<file path="src/rtl/serial_frame_rx_if.sv">
// Consumer-side bundle of the framed serial receiver: parallel word, valid/ready
// handshake and the one-cycle error pulses.
interface serial_frame_rx_if #(
  parameter int unsigned WIDTH = 8
) ();
  logic [WIDTH-1:0] dout;
  logic             dout_valid;
  logic             dout_ready;
  logic             frame_err;
  logic             parity_err;
  logic             overrun;

  modport master (
    output dout, dout_valid, frame_err, parity_err, overrun,
    input  dout_ready
  );

  modport slave (
    input  dout, dout_valid, frame_err, parity_err, overrun,
    output dout_ready
  );
endinterface

</file>
<file path="src/rtl/serial_frame_rx.sv">
// Framed serial receiver: start bit, WIDTH data bits LSB first, optional even
// parity, stop bit; recovered words are offered through a one-word holding register.
module serial_frame_rx #(
  parameter int unsigned WIDTH     = 8,
  parameter int unsigned PARITY_EN = 0
) (
  input  logic              clk,
  input  logic              rst,
  input  logic              din,
  serial_frame_rx_if.master rx
);

  localparam int unsigned CNT_W = $clog2(WIDTH + 1);

  typedef enum logic [2:0] {
    S_IDLE,
    S_DATA,
    S_PARITY,
    S_STOP,
    S_BREAK
  } state_t;

  state_t           state, state_nxt;
  logic [CNT_W-1:0] cnt, cnt_nxt;
  logic [WIDTH-1:0] shreg, shreg_nxt;
  logic [WIDTH-1:0] dout_q, dout_nxt;
  logic [WIDTH:0]   shift_in;
  logic             par_bad, par_bad_nxt;
  logic             valid_q, valid_nxt;
  logic             ferr_q, ferr_nxt;
  logic             perr_q, perr_nxt;
  logic             ovr_q, ovr_nxt;

  // New bit enters at the MSB; after WIDTH shifts the first bit lands in bit 0.
  assign shift_in = {din, shreg};

  always_ff @(posedge clk or negedge rst) begin
    if (!rst) begin
      state   <= S_IDLE;
      cnt     <= '0;
      shreg   <= '0;
      par_bad <= 1'b0;
      dout_q  <= '0;
      valid_q <= 1'b0;
      ferr_q  <= 1'b0;
      perr_q  <= 1'b0;
      ovr_q   <= 1'b0;
    end else begin
      state   <= state_nxt;
      cnt     <= cnt_nxt;
      shreg   <= shreg_nxt;
      par_bad <= par_bad_nxt;
      dout_q  <= dout_nxt;
      valid_q <= valid_nxt;
      ferr_q  <= ferr_nxt;
      perr_q  <= perr_nxt;
      ovr_q   <= ovr_nxt;
    end
  end

  always_comb begin
    state_nxt   = state;
    cnt_nxt     = cnt;
    shreg_nxt   = shreg;
    par_bad_nxt = par_bad;
    dout_nxt    = dout_q;
    valid_nxt   = valid_q & ~rx.dout_ready;
    ferr_nxt    = 1'b0;
    perr_nxt    = 1'b0;
    ovr_nxt     = 1'b0;

    unique case (state)
      S_IDLE: begin
        if (!din) begin
          state_nxt   = S_DATA;
          cnt_nxt     = '0;
          par_bad_nxt = 1'b0;
        end
      end
      S_DATA: begin
        shreg_nxt = shift_in[WIDTH:1];
        cnt_nxt   = cnt + CNT_W'(1);
        if (cnt == CNT_W'(WIDTH - 1)) begin
          state_nxt = (PARITY_EN != 0) ? S_PARITY : S_STOP;
        end
      end
      S_PARITY: begin
        par_bad_nxt = ^shift_in;
        state_nxt   = S_STOP;
      end
      S_STOP: begin
        if (din) begin
          state_nxt = S_IDLE;
          if (par_bad) begin
            perr_nxt = 1'b1;
          end else if (!valid_q || rx.dout_ready) begin
            dout_nxt  = shreg;
            valid_nxt = 1'b1;
          end else begin
            ovr_nxt = 1'b1;
          end
        end else begin
          // A low stop bit also reports a bad parity seen in the same frame.
          state_nxt = S_BREAK;
          ferr_nxt  = 1'b1;
          perr_nxt  = par_bad;
        end
      end
      S_BREAK: begin
        if (din) begin
          state_nxt = S_IDLE;
        end
      end
      default: begin
        state_nxt = S_IDLE;
      end
    endcase
  end

  assign rx.dout       = dout_q;
  assign rx.dout_valid = valid_q;
  assign rx.frame_err  = ferr_q;
  assign rx.parity_err = perr_q;
  assign rx.overrun    = ovr_q;

endmodule

</file>
<file path="src/flat_wrapper.sv">
// flat-port wrapper written by rule: the top's interface ports become plain ports
module serial_frame_rx_flat 
#(
  parameter int unsigned WIDTH     = 8,
  parameter int unsigned PARITY_EN = 0
)
  (clk, rst, din, rx_dout, rx_dout_valid, rx_frame_err, rx_parity_err, rx_overrun, rx_dout_ready);
  serial_frame_rx_if #(.WIDTH(WIDTH)) rx_i ();
  input  logic clk;
  input  logic rst;
  input  logic din;
  output wire logic [$bits(rx_i.dout)-1:0] rx_dout;
  output wire logic [$bits(rx_i.dout_valid)-1:0] rx_dout_valid;
  output wire logic [$bits(rx_i.frame_err)-1:0] rx_frame_err;
  output wire logic [$bits(rx_i.parity_err)-1:0] rx_parity_err;
  output wire logic [$bits(rx_i.overrun)-1:0] rx_overrun;
  input wire logic [$bits(rx_i.dout_ready)-1:0] rx_dout_ready;
  assign rx_dout = rx_i.dout;
  assign rx_dout_valid = rx_i.dout_valid;
  assign rx_frame_err = rx_i.frame_err;
  assign rx_parity_err = rx_i.parity_err;
  assign rx_overrun = rx_i.overrun;
  assign rx_i.dout_ready = rx_dout_ready;
  serial_frame_rx #(.WIDTH(WIDTH), .PARITY_EN(PARITY_EN)) u_core (.clk(clk), .rst(rst), .din(din), .rx(rx_i));
endmodule
</file>
<file path="config.mk">
export PLATFORM = sky130hd
export DESIGN_NAME = serial_frame_rx_flat
export DESIGN_NICKNAME = d
export VERILOG_FILES = /design/src/rtl/serial_frame_rx_if.sv /design/src/rtl/serial_frame_rx.sv /design/src/flat_wrapper.sv
export SDC_FILE = /design/constraint.sdc
export NUM_CORES = 1
export LEC_CHECK = 0
export CAP_MARGIN = 30
export CORE_MARGIN = 2
export CORE_UTILIZATION = 28
export DETAILED_ROUTE_END_ITERATION = 8
export GPL_ROUTABILITY_DRIVEN = 1
export HOLD_SLACK_MARGIN = 0.03
export PLACE_DENSITY_LB_ADDON = 0.15
export SYNTH_ARGS = -nofsm -noshare
export SYNTH_HDL_FRONTEND = slang
export SYNTH_SLANG_ARGS = --single-unit
</file>
<file path="constraint.sdc">
create_clock -name clk -period 1.6 [get_ports clk]
set_input_delay 0.4 -clock clk [delete_from_list [all_inputs] [get_ports clk]]
set_output_delay 0.4 -clock clk [all_outputs]
set_load 0.01 [all_outputs]
</file>
==> results.cfg, run 1 <==
[drt]
drt-total-wl_um = 2160
drc = 0
avgViaCountPerCell = 4.43
route.vias.total = 749
drt_first_pass_iters = 3
antenna_left = 0
drtIter0Drc = 25
wl_per_cell_um = 12.8

[die]
core_region_area_um2 = 4320
die_x_um = 70.8
rows = 24
io_pins = 16
die_h_um = 70.8
start_util_pct = 28.9
dieArea_um2 = 5020

[synthesis]
synth_top_area_share_pct = 56.0
ys_warn_count = 0
synth_nets = 95
syn_avg_cell_area_um2 = 13.9
ys_ff_latch = 28
synth_adder_area_share_pct = 1.00
syn_inst = 90
synth_compound_area_share_pct = 6.10
synth_area_um2 = 1250
ys_types = 27
ys_seq_area_share_pct = 56.0
yosysTopAreaCell = dfrtp_1
synthMuxAreaShare_pct = 18.6
synth.area.top_cells = dfrtp_1, mux2_4, mux2_2
synth_top_family_by_area = multiplexers
synth_xor_area_share_pct = 6.00
synth_simple_gate_area_share_pct = 8.90

[finish]
fillerInstances = 424
area_growth_pct = 29.8
seq_area_um2 = 701
multiInputGateArea_um2 = 513
layout.nets = 123
drive_above_1_share_pct = 32.5
antenna_cells = 0
design_area_um2 = 1620

[grt]
grt_start_max_net_pins = 29
overflow = 0
grt_pass1_wl_um = 3640
grt_pass1_vias = 780
antenna_found_initial = 0
track_usage_pct = 9.18

[timing]
max_slew_margin_pct = 69.7
finalCriticalPeriod_ns = 1.59
fmax_mhz = 629
final.setup_skew_ns = 0.00473
fin_crit_sh_pct = 99.3
hold_violations = 0
setup_violations = 0
rsz0062_at_grt = true
drv_slew = 0
tightest_slew_ns = 0.449

[worst_setup_path]
r2r_start = u_core.state[2]
arrival_ns = 1.75
start_kind = register
crit_fanout = 8
path_cells = nand3b_4 -> or3_4 -> nor2b_4 -> buf_12 -> mux2_4
required_ns = 1.76
reg2reg_depth = 5
reg2reg_to = u_core.rx.dout[7]
crit_path_top_delay_cell = dfrtp_1
slowest_delay_ns = 0.39
crit_buf_inv = 1
cp-end-kind = register
r2r_slack_ns = 0.01
critPathTopFamily = simple AND/OR/NAND/NOR gates
path_class = reg -> reg

[pwr]
p_per_area_nw_per_um2 = 1950
p_leak_nw = 0.835
ir_drop_mv = 0.936
finalPower_mw = 3.17

[clock_network]
cts.htree.levels = 1
numCtsBuffers = 3
cts-root-buf = clkbuf_8
post-cts-setup-buffer-count = 0
clk_pin_slew_worst_paths_ns = 0.09
postCtsHoldBufs = 0
cts.sinks = 28
cts_tree = done
worstSkewPairLatency_ns = 0.27
ctsLongestPathBuffers = 2

[job]
maxCapViolCount = 0

[worst_hold_path]
hp-class = in -> async

[run_status]
status = finished clean

[placed_design]
io_buffers = 15
dp_hpwl_um = 1510
dpl_cell_area_um2 = 1550
gp_congestion = 0.680
-- worst reg2reg max path, stage by stage (launching register included) --
cell	delay (ns)
dfrtp_1	0.39
nand3b_4	0.16
or3_4	0.35
nor2b_4	0.14
buf_12	0.15
mux2_4	0.30
-- state kept, by name (all words and copies together), names as in the netlist --
register,flops
u_core.rx.overrun,1
u_core.rx.frame_err,1
u_core.rx.dout_valid,1
u_core.state,3
u_core.rx.parity_err,1
u_core.cnt,4
u_core.par_bad,1
u_core.shreg,8
u_core.rx.dout,8
-- through the flow --
step	TNS (ns)	setup slack, ns	utilization [%]	hold slack, ns	instances
final	0	0.0107	37.6	0.508	169
after global routing	-0.333	-0.0452	37.6	0.534	169
after CTS	-0.0101	-0.00494	37.2	0.514	169
after detailed placement	-4.63	-0.489	35.9	0.494	165
after global placement	-4.39	-0.480	35.9	0.502	165
after floorplan	-0.0837	-0.0105	-	0.104	90
-- placed cells by master, fill, tap and decap left out --
cell | Yosys | routed
inv_2 | 1 | 1
o21ai_0 | 3 | 3
nand3_1 | 2 | 2
a22o_1 | 3 | 3
mux2_2 | 10 | 10
inv_1 | 2 | 2
xnor2_1 | 5 | 5
clkdlybuf4s50_1 | 0 | 5
buf_12 | 0 | 2
nand2b_1 | 1 | 1
nor2b_4 | 0 | 1
dlymetal6s2s_1 | 0 | 7
a21oi_1 | 2 | 2
a21o_1 | 2 | 2
dfrtp_1 | 28 | 28
mux2_4 | 8 | 8
xnor3_1 | 1 | 1
buf_4 | 2 | 10
ha_1 | 1 | 1
and2_1 | 1 | 1
a32o_1 | 1 | 1
nand3b_4 | 1 | 1
nor4_1 | 1 | 1
nor2_1 | 7 | 7
dlygate4sd2_1 | 0 | 3
xor2_1 | 1 | 1
nand4b_1 | 1 | 1
or3_4 | 1 | 1
nand2_1 | 2 | 2
clkbuf_8 | 0 | 4
-- how the worst max path moves through the flow --
stage                     depth (start not counted)           endpoint             from  slack (ns)
after global placement                            6  u_core.rx.dout[1]              din       -0.48
after CTS                                         5  u_core.rx.dout[0]  u_core.state[2]      -0.005
after floorplan                                   5  u_core.rx.dout[0]  u_core.state[2]       -0.01
after global routing                              5  u_core.rx.dout[2]  u_core.state[2]       -0.05
after detailed placement                          6  u_core.rx.dout[4]              din       -0.49
final                                             5  u_core.rx.dout[7]  u_core.state[2]        0.01
-- synth_stat cells (all sizes together) --
master,n
dfrtp,28
mux2,18
nor2,7
xnor2,5
buf,4
a22o,3
inv,3
o21ai,3
a21o,2
a21oi,2
nand2,2
nand3,2
a32o,1
and2,1
ha,1
nand2b,1
nand3b,1
nand4b,1
nor2b,1
nor4,1
or3,1
xnor3,1
xor2,1
-- cell type report --
class	instances	share of cell area, %
clock buffers	4	3.39
inverters	3	0.693
well taps	52	4.01
multi-input cells	55	31.6
repair buffers	27	17.2
flip-flops and latches	28	43.1
-- layer usage --
layer / vias to the layer above / track usage (%) / routed length [um]
met5: - / 0 / 0
met4: 0 / 1.89 / 8
met3: 2 / 3.56 / 91
met2: 12 / 15.5 / 1020
met1: 372 / 11.2 / 1050
li1: 363 / - / -
-- repair_timing --
| item | in CTS | in global routing |
|---|---|---|
| pin swaps | 0 | 0 |
| setup endpoints to repair | 10 | 15 |
| resized for setup | 4 | 7 |
-- kinds of logic after synthesis --
group,count (synthesis)
fa+ha+maj,1
compound gates,11
xor+xnor,7
simple gates,18
flops,28
mux,18
buf+inv,7
-- where the power goes --
group / switching, mW / total [mW] / internal [mW]
combinational: 0.530 / 1.50 / 0.972
sequential: 0.236 / 1.24 / 1.00
clock: 0.206 / 0.426 / 0.220
total: 0.972 / 3.17 / 2.19
Power figures use the tool's default switching activity.
==> run 2: changes to the inputs <==
--- a/config.mk
+++ b/config.mk
@@ -7,7 +7,7 @@
 export LEC_CHECK = 0
 export CAP_MARGIN = 30
 export CORE_MARGIN = 2
-export CORE_UTILIZATION = 28
+export CORE_UTILIZATION = 35
 export DETAILED_ROUTE_END_ITERATION = 8
 export GPL_ROUTABILITY_DRIVEN = 1
 export HOLD_SLACK_MARGIN = 0.03
==> run 2 against run 1 <==
Compared with the run above: utilization grew 9.6 points; count of clock-buffer cells in the layout is the same; clock skew rose by 0.0030 ns; total power shrank 2.1%.
==> results.cfg, run 2 (synthesis gave the netlist of run 1 again) <==
[timing]
tightest_slew_ns = 0.438
hold_violations = 0
fin_crit_sh_pct = 99.8
finalWorstSetupSlack_ns = 0.00327
rsz0062_at_grt = true
whs_ns = 0.418
drv_slew = 0
setup_violations = 0
fmax_mhz = 626
tns_ns = 0
finalCriticalPeriod_ns = 1.60
max_slew_margin_pct = 70.5
final.setup_skew_ns = 0.00769

[clock_network]
numCtsBuffers = 3
cts.sinks = 28
cts.htree.levels = 1
postCtsHoldBufs = 0
worstSkewPairLatency_ns = 0.33
clk_pin_slew_worst_paths_ns = 0.15
cts_tree = done
ctsLongestPathBuffers = 2
cts-root-buf = clkbuf_4

[worst_setup_path]
required_ns = 1.83
path_class = reg -> reg
crit_path_top_delay_cell = dfrtp_1
crit_fanout = 8
slowest_delay_ns = 0.40
arrival_ns = 1.82
cp-end-kind = register
path_cells = nand3b_4 -> or3_4 -> nor2b_4 -> buf_12 -> mux2_4
start_kind = register

[finish]
layout.nets = 126
antenna_cells = 0
drive_above_1_share_pct = 35.0
final_util_pct = 47.1
layout_commonest_cell = dfrtp_1
final_cell_mix = dfrtp_1, dlygate4sd2_1, buf_4, mux2_2, mux2_4
area_growth_pct = 27.7
fillerInstances = 332

[drt]
avgViaCountPerCell = 4.63
drc = 0
drt_first_pass_iters = 4
antenna_left = 0
route.vias.total = 768
wl_per_cell_um = 12.5
drt-total-wl_um = 2070
drtIter0Drc = 40

[placed_design]
gp_congestion = 0.750
pre_cts_slack_ns = -0.462
dp_hpwl_um = 1430
io_buffers = 15

[pwr]
p_int_mw = 2.12
finalPower_mw = 3.10
clkPwrFrac_pct = 11.1
sw_frac_of_total_pct = 31.6
ir_drop_mv = 1.25
seq_power_share_pct = 39.9
power_frac_comb_pct = 49.1
p_per_area_nw_per_um2 = 1940
power.switching_mw = 0.981
p_leak_nw = 0.786

[die]
die_x_um = 63.8
rows = 21
die_h_um = 63.8
core_region_area_um2 = 3390
io_pins = 16
start_util_pct = 36.9
dieArea_um2 = 4070

[grt]
grt_start_max_net_pins = 29
overflow = 0
track_usage_pct = 11.8
antenna_found_initial = 0
grt_pass1_vias = 821
grt_pass1_wl_um = 3730

[run_status]
status = finished clean

[job]
maxCapViolCount = 0

[worst_hold_path]
hp-class = in -> async
[run 2: critical path: cells and delay by family, from the launching register on]
kind                   cells  cell delay [ns]
AND/OR/NAND/NOR            3             0.65
flip-flops                 1             0.40
multiplexers               1             0.30
buffers and inverters      1             0.15
[run 2: path summary, 6_finish.rpt]
check / to / cells after the start / slack (ns) / from
worst min-delay path: u_core.cnt[2] / 2 / 0.42 / rst
min in group clk: u_core.state[2] / 3 / 0.50 / din
worst min register to register: u_core.rx.dout[4] / 1 / 0.53 / u_core.rx.dout[4]
worst max-delay path: u_core.rx.dout[2] / 5 / 0.003 / u_core.state[2]
max in group asynchronous: u_core.rx.dout[0] / 2 / 0.91 / rst
worst max register to register: u_core.rx.dout[2] / 5 / 0.003 / u_core.state[2]
[run 2: what timing repair did]
action                                  in CTS  in global routing
resized for setup                           14                  1
buffers inserted                             3                  1
endpoints found under the setup margin      20                  9
[run 2: metrics by stage]
step	std cells	instance area, um^2
4_1_cts	165	1580
2_1_floorplan	90	1250
5_1_grt	166	1600
3_3_place_gp	158	1540
3_5_place_dp	158	1540
6_report	166	1600
[run 2: final cells by class]
class	count	area, um^2	area share [%]
tap	46	57.6	3.60
inverter	3	11.3	0.705
sequential	28	701	43.9
timing repair buffer	30	272	17.0
clock buffer	4	36.3	2.27
multi-input combinational	55	520	32.6
[run 2: power by group through the flow]
stage / clock (mW) / sequential, mW / combinational (mW)
after floorplan: 0 / 1.25 / 1.02
after global placement: 0 / 1.25 / 1.50
after detailed placement: 0 / 1.26 / 1.53
after CTS: 0.361 / 1.24 / 1.51
after global routing: 0.391 / 1.29 / 1.67
final: 0.343 / 1.24 / 1.52
[run 2: layer usage]
metal	up-vias	GRT usage [%]	part of all wire, %
met1	385	15.2	45
met3	2	3.87	3.8
met2	11	19.3	51
met5	-	0	0
met4	0	2.45	0.63
li1	370	-	-
==> run 3: changes to the inputs <==
--- a/config.mk
+++ b/config.mk
@@ -7,7 +7,7 @@
 export LEC_CHECK = 0
 export CAP_MARGIN = 30
 export CORE_MARGIN = 2
-export CORE_UTILIZATION = 35
+export CORE_UTILIZATION = 48
 export DETAILED_ROUTE_END_ITERATION = 8
 export GPL_ROUTABILITY_DRIVEN = 1
 export HOLD_SLACK_MARGIN = 0.03
==> run 3 against run 2 <==
Compared with the run above: the run now ends with setup timing left; utilization grew 16 points; global-route usage up 3.9 points; non-clock buffer count is the same; worst hold slack got worse by 0.0049 ns; critical path depth stayed put; via count is 0.13% higher.
==> results.cfg, run 3 (synthesis gave the netlist of run 1 again) <==
[run_status]
status = finished with violations
violations = setup timing

[worst_setup_path]
start_kind = register
arrival_ns = 1.86
cp-end-kind = register
crit_end = u_core.rx.dout[3]
crit_fanout = 8
r2r_start = u_core.state[2]
path_class = reg -> reg
slowest_delay_ns = 0.43
required_ns = 1.84
reg2reg_to = u_core.rx.dout[3]
critPathLaunch = u_core.state[2]
path_cells = nand3b_4 -> or3_4 -> nor2b_4 -> buf_12 -> mux2_4
reg2reg_depth = 5
crit_path_top_delay_cell = dfrtp_1
r2r_slack_ns = -0.02

[drt]
drc = 0
drtIter0Drc = 8
antenna_left = 0
drt_first_pass_iters = 4
wl_per_cell_um = 13.6
drt-total-wl_um = 2040
route.vias.total = 769
avgViaCountPerCell = 5.13

[pwr]
p_per_area_nw_per_um2 = 2010
finalPower_mw = 3.16
p_leak_nw = 0.781
ir_drop_mv = 1.27

[grt]
antenna_found_initial = 0
overflow = 0
grt_pass1_wl_um = 3320
grt_start_max_net_pins = 29
track_usage_pct = 15.7
grt_pass1_vias = 745

[clock_network]
cts_tree = done
clk_pin_slew_worst_paths_ns = 0.15
ctsLongestPathBuffers = 2
cts.htree.levels = 1
cts.sinks = 28
postCtsHoldBufs = 0
worstSkewPairLatency_ns = 0.33
cts-root-buf = clkbuf_4
numCtsBuffers = 3

[finish]
multiInputGateArea_um2 = 513
layout.nets = 126
area_growth_pct = 25.8
antenna_cells = 0
layout_commonest_cell = dfrtp_1
fillerInstances = 214
final_cell_mix = dfrtp_1, buf_4, dlygate4sd2_1, mux2_2, mux2_4
design_area_um2 = 1570
seq_area_um2 = 701
drive_above_1_share_pct = 34.2

[timing]
finalCriticalPeriod_ns = 1.62
rsz0062_at_grt = true
setup_violations = 8
final.setup_skew_ns = 0.00171
finalWorstSetupSlack_ns = -0.0167
tightest_slew_ns = 0.401
drv_slew = 0
fin_crit_sh_pct = 101
hold_violations = 0
fmax_mhz = 619
max_slew_margin_pct = 73.0

[die]
io_pins = 16
core_region_area_um2 = 2480
die_h_um = 55.1
die_x_um = 55.1
rows = 18
start_util_pct = 50.5
dieArea_um2 = 3030

[placed_design]
dp_hpwl_um = 1450
gp_congestion = 0.748
io_buffers = 15
dpl_cell_area_um2 = 1520

[worst_hold_path]
hp-class = in -> async

[job]
maxCapViolCount = 0
==> run 3: cell count changes in the layout (fill, tap and decap cells not counted) <==
cell       change
buf_12         -1
buf_4          +1
bufinv_16      +1
clkbuf_8       -1
xnor2_1        +1
xnor2_2        -1
==> run 3: stage by stage <==
step	setup slack, ns	std cells	hold slack (ns)	utilization (%)	setup TNS, ns
3_5_place_dp	-0.465	144	0.497	61.3	-4.18
3_3_place_gp	-0.447	144	0.499	61.3	-3.99
5_1_grt	-0.0625	150	0.452	63.5	-0.478
6_report	-0.0167	150	0.414	63.5	-0.0984
2_1_floorplan	-0.0105	90	0.104	-	-0.0837
4_1_cts	-0.0342	150	0.421	63.5	-0.221
==> run 3: worst max-delay path, delay by kind of cell, from the launching register on <==
| kind | cells | cell delay [ns] |
|---|---|---|
| buffers and inverters | 1 | 0.14 |
| DFF | 1 | 0.43 |
| muxes | 1 | 0.30 |
| and+or+nand+nor | 3 | 0.65 |
==> run 3: layout make-up <==
class	count	area share [%]
sequential	28	44.5
multi-input combinational	55	32.6
timing repair buffer	30	16.5
tap	30	2.38
inverter	3	0.715
clock buffer	3	1.43
clock inverter	1	1.91
==> run 3: repair_timing <==
item / in CTS / in global routing
endpoints found under the setup margin: 20 / 8
cloned: 0 / 0
setup buffers: 2 / 0
resized for setup: 14 / 0
endpoints found under the hold margin: 0 / 0
==> run 3: worst min-delay path by stage <==
stage                      endpoint
3_5_place_dp      u_core.rx.dout[2]
3_3_place_gp      u_core.rx.dout[5]
5_1_grt             u_core.state[2]
4_1_cts        u_core.rx.parity_err
6_report       u_core.rx.parity_err
2_1_floorplan         u_core.cnt[0]
==> run 3: where the power goes <==
part	switching (mW)	internal (mW)
clock	0.216	0.254
sequential	0.244	0.999
combinational	0.516	0.933
==> run 3: routing by layer <==
layer  vias up  GRT usage [%]  part of all wire [%]
met3         2           2.96                   4.6
met2        22           25.0                    47
met4         0           7.32                   1.1
li1        373              -                     -
met1       372           20.6                    47
met5         -              0                     0
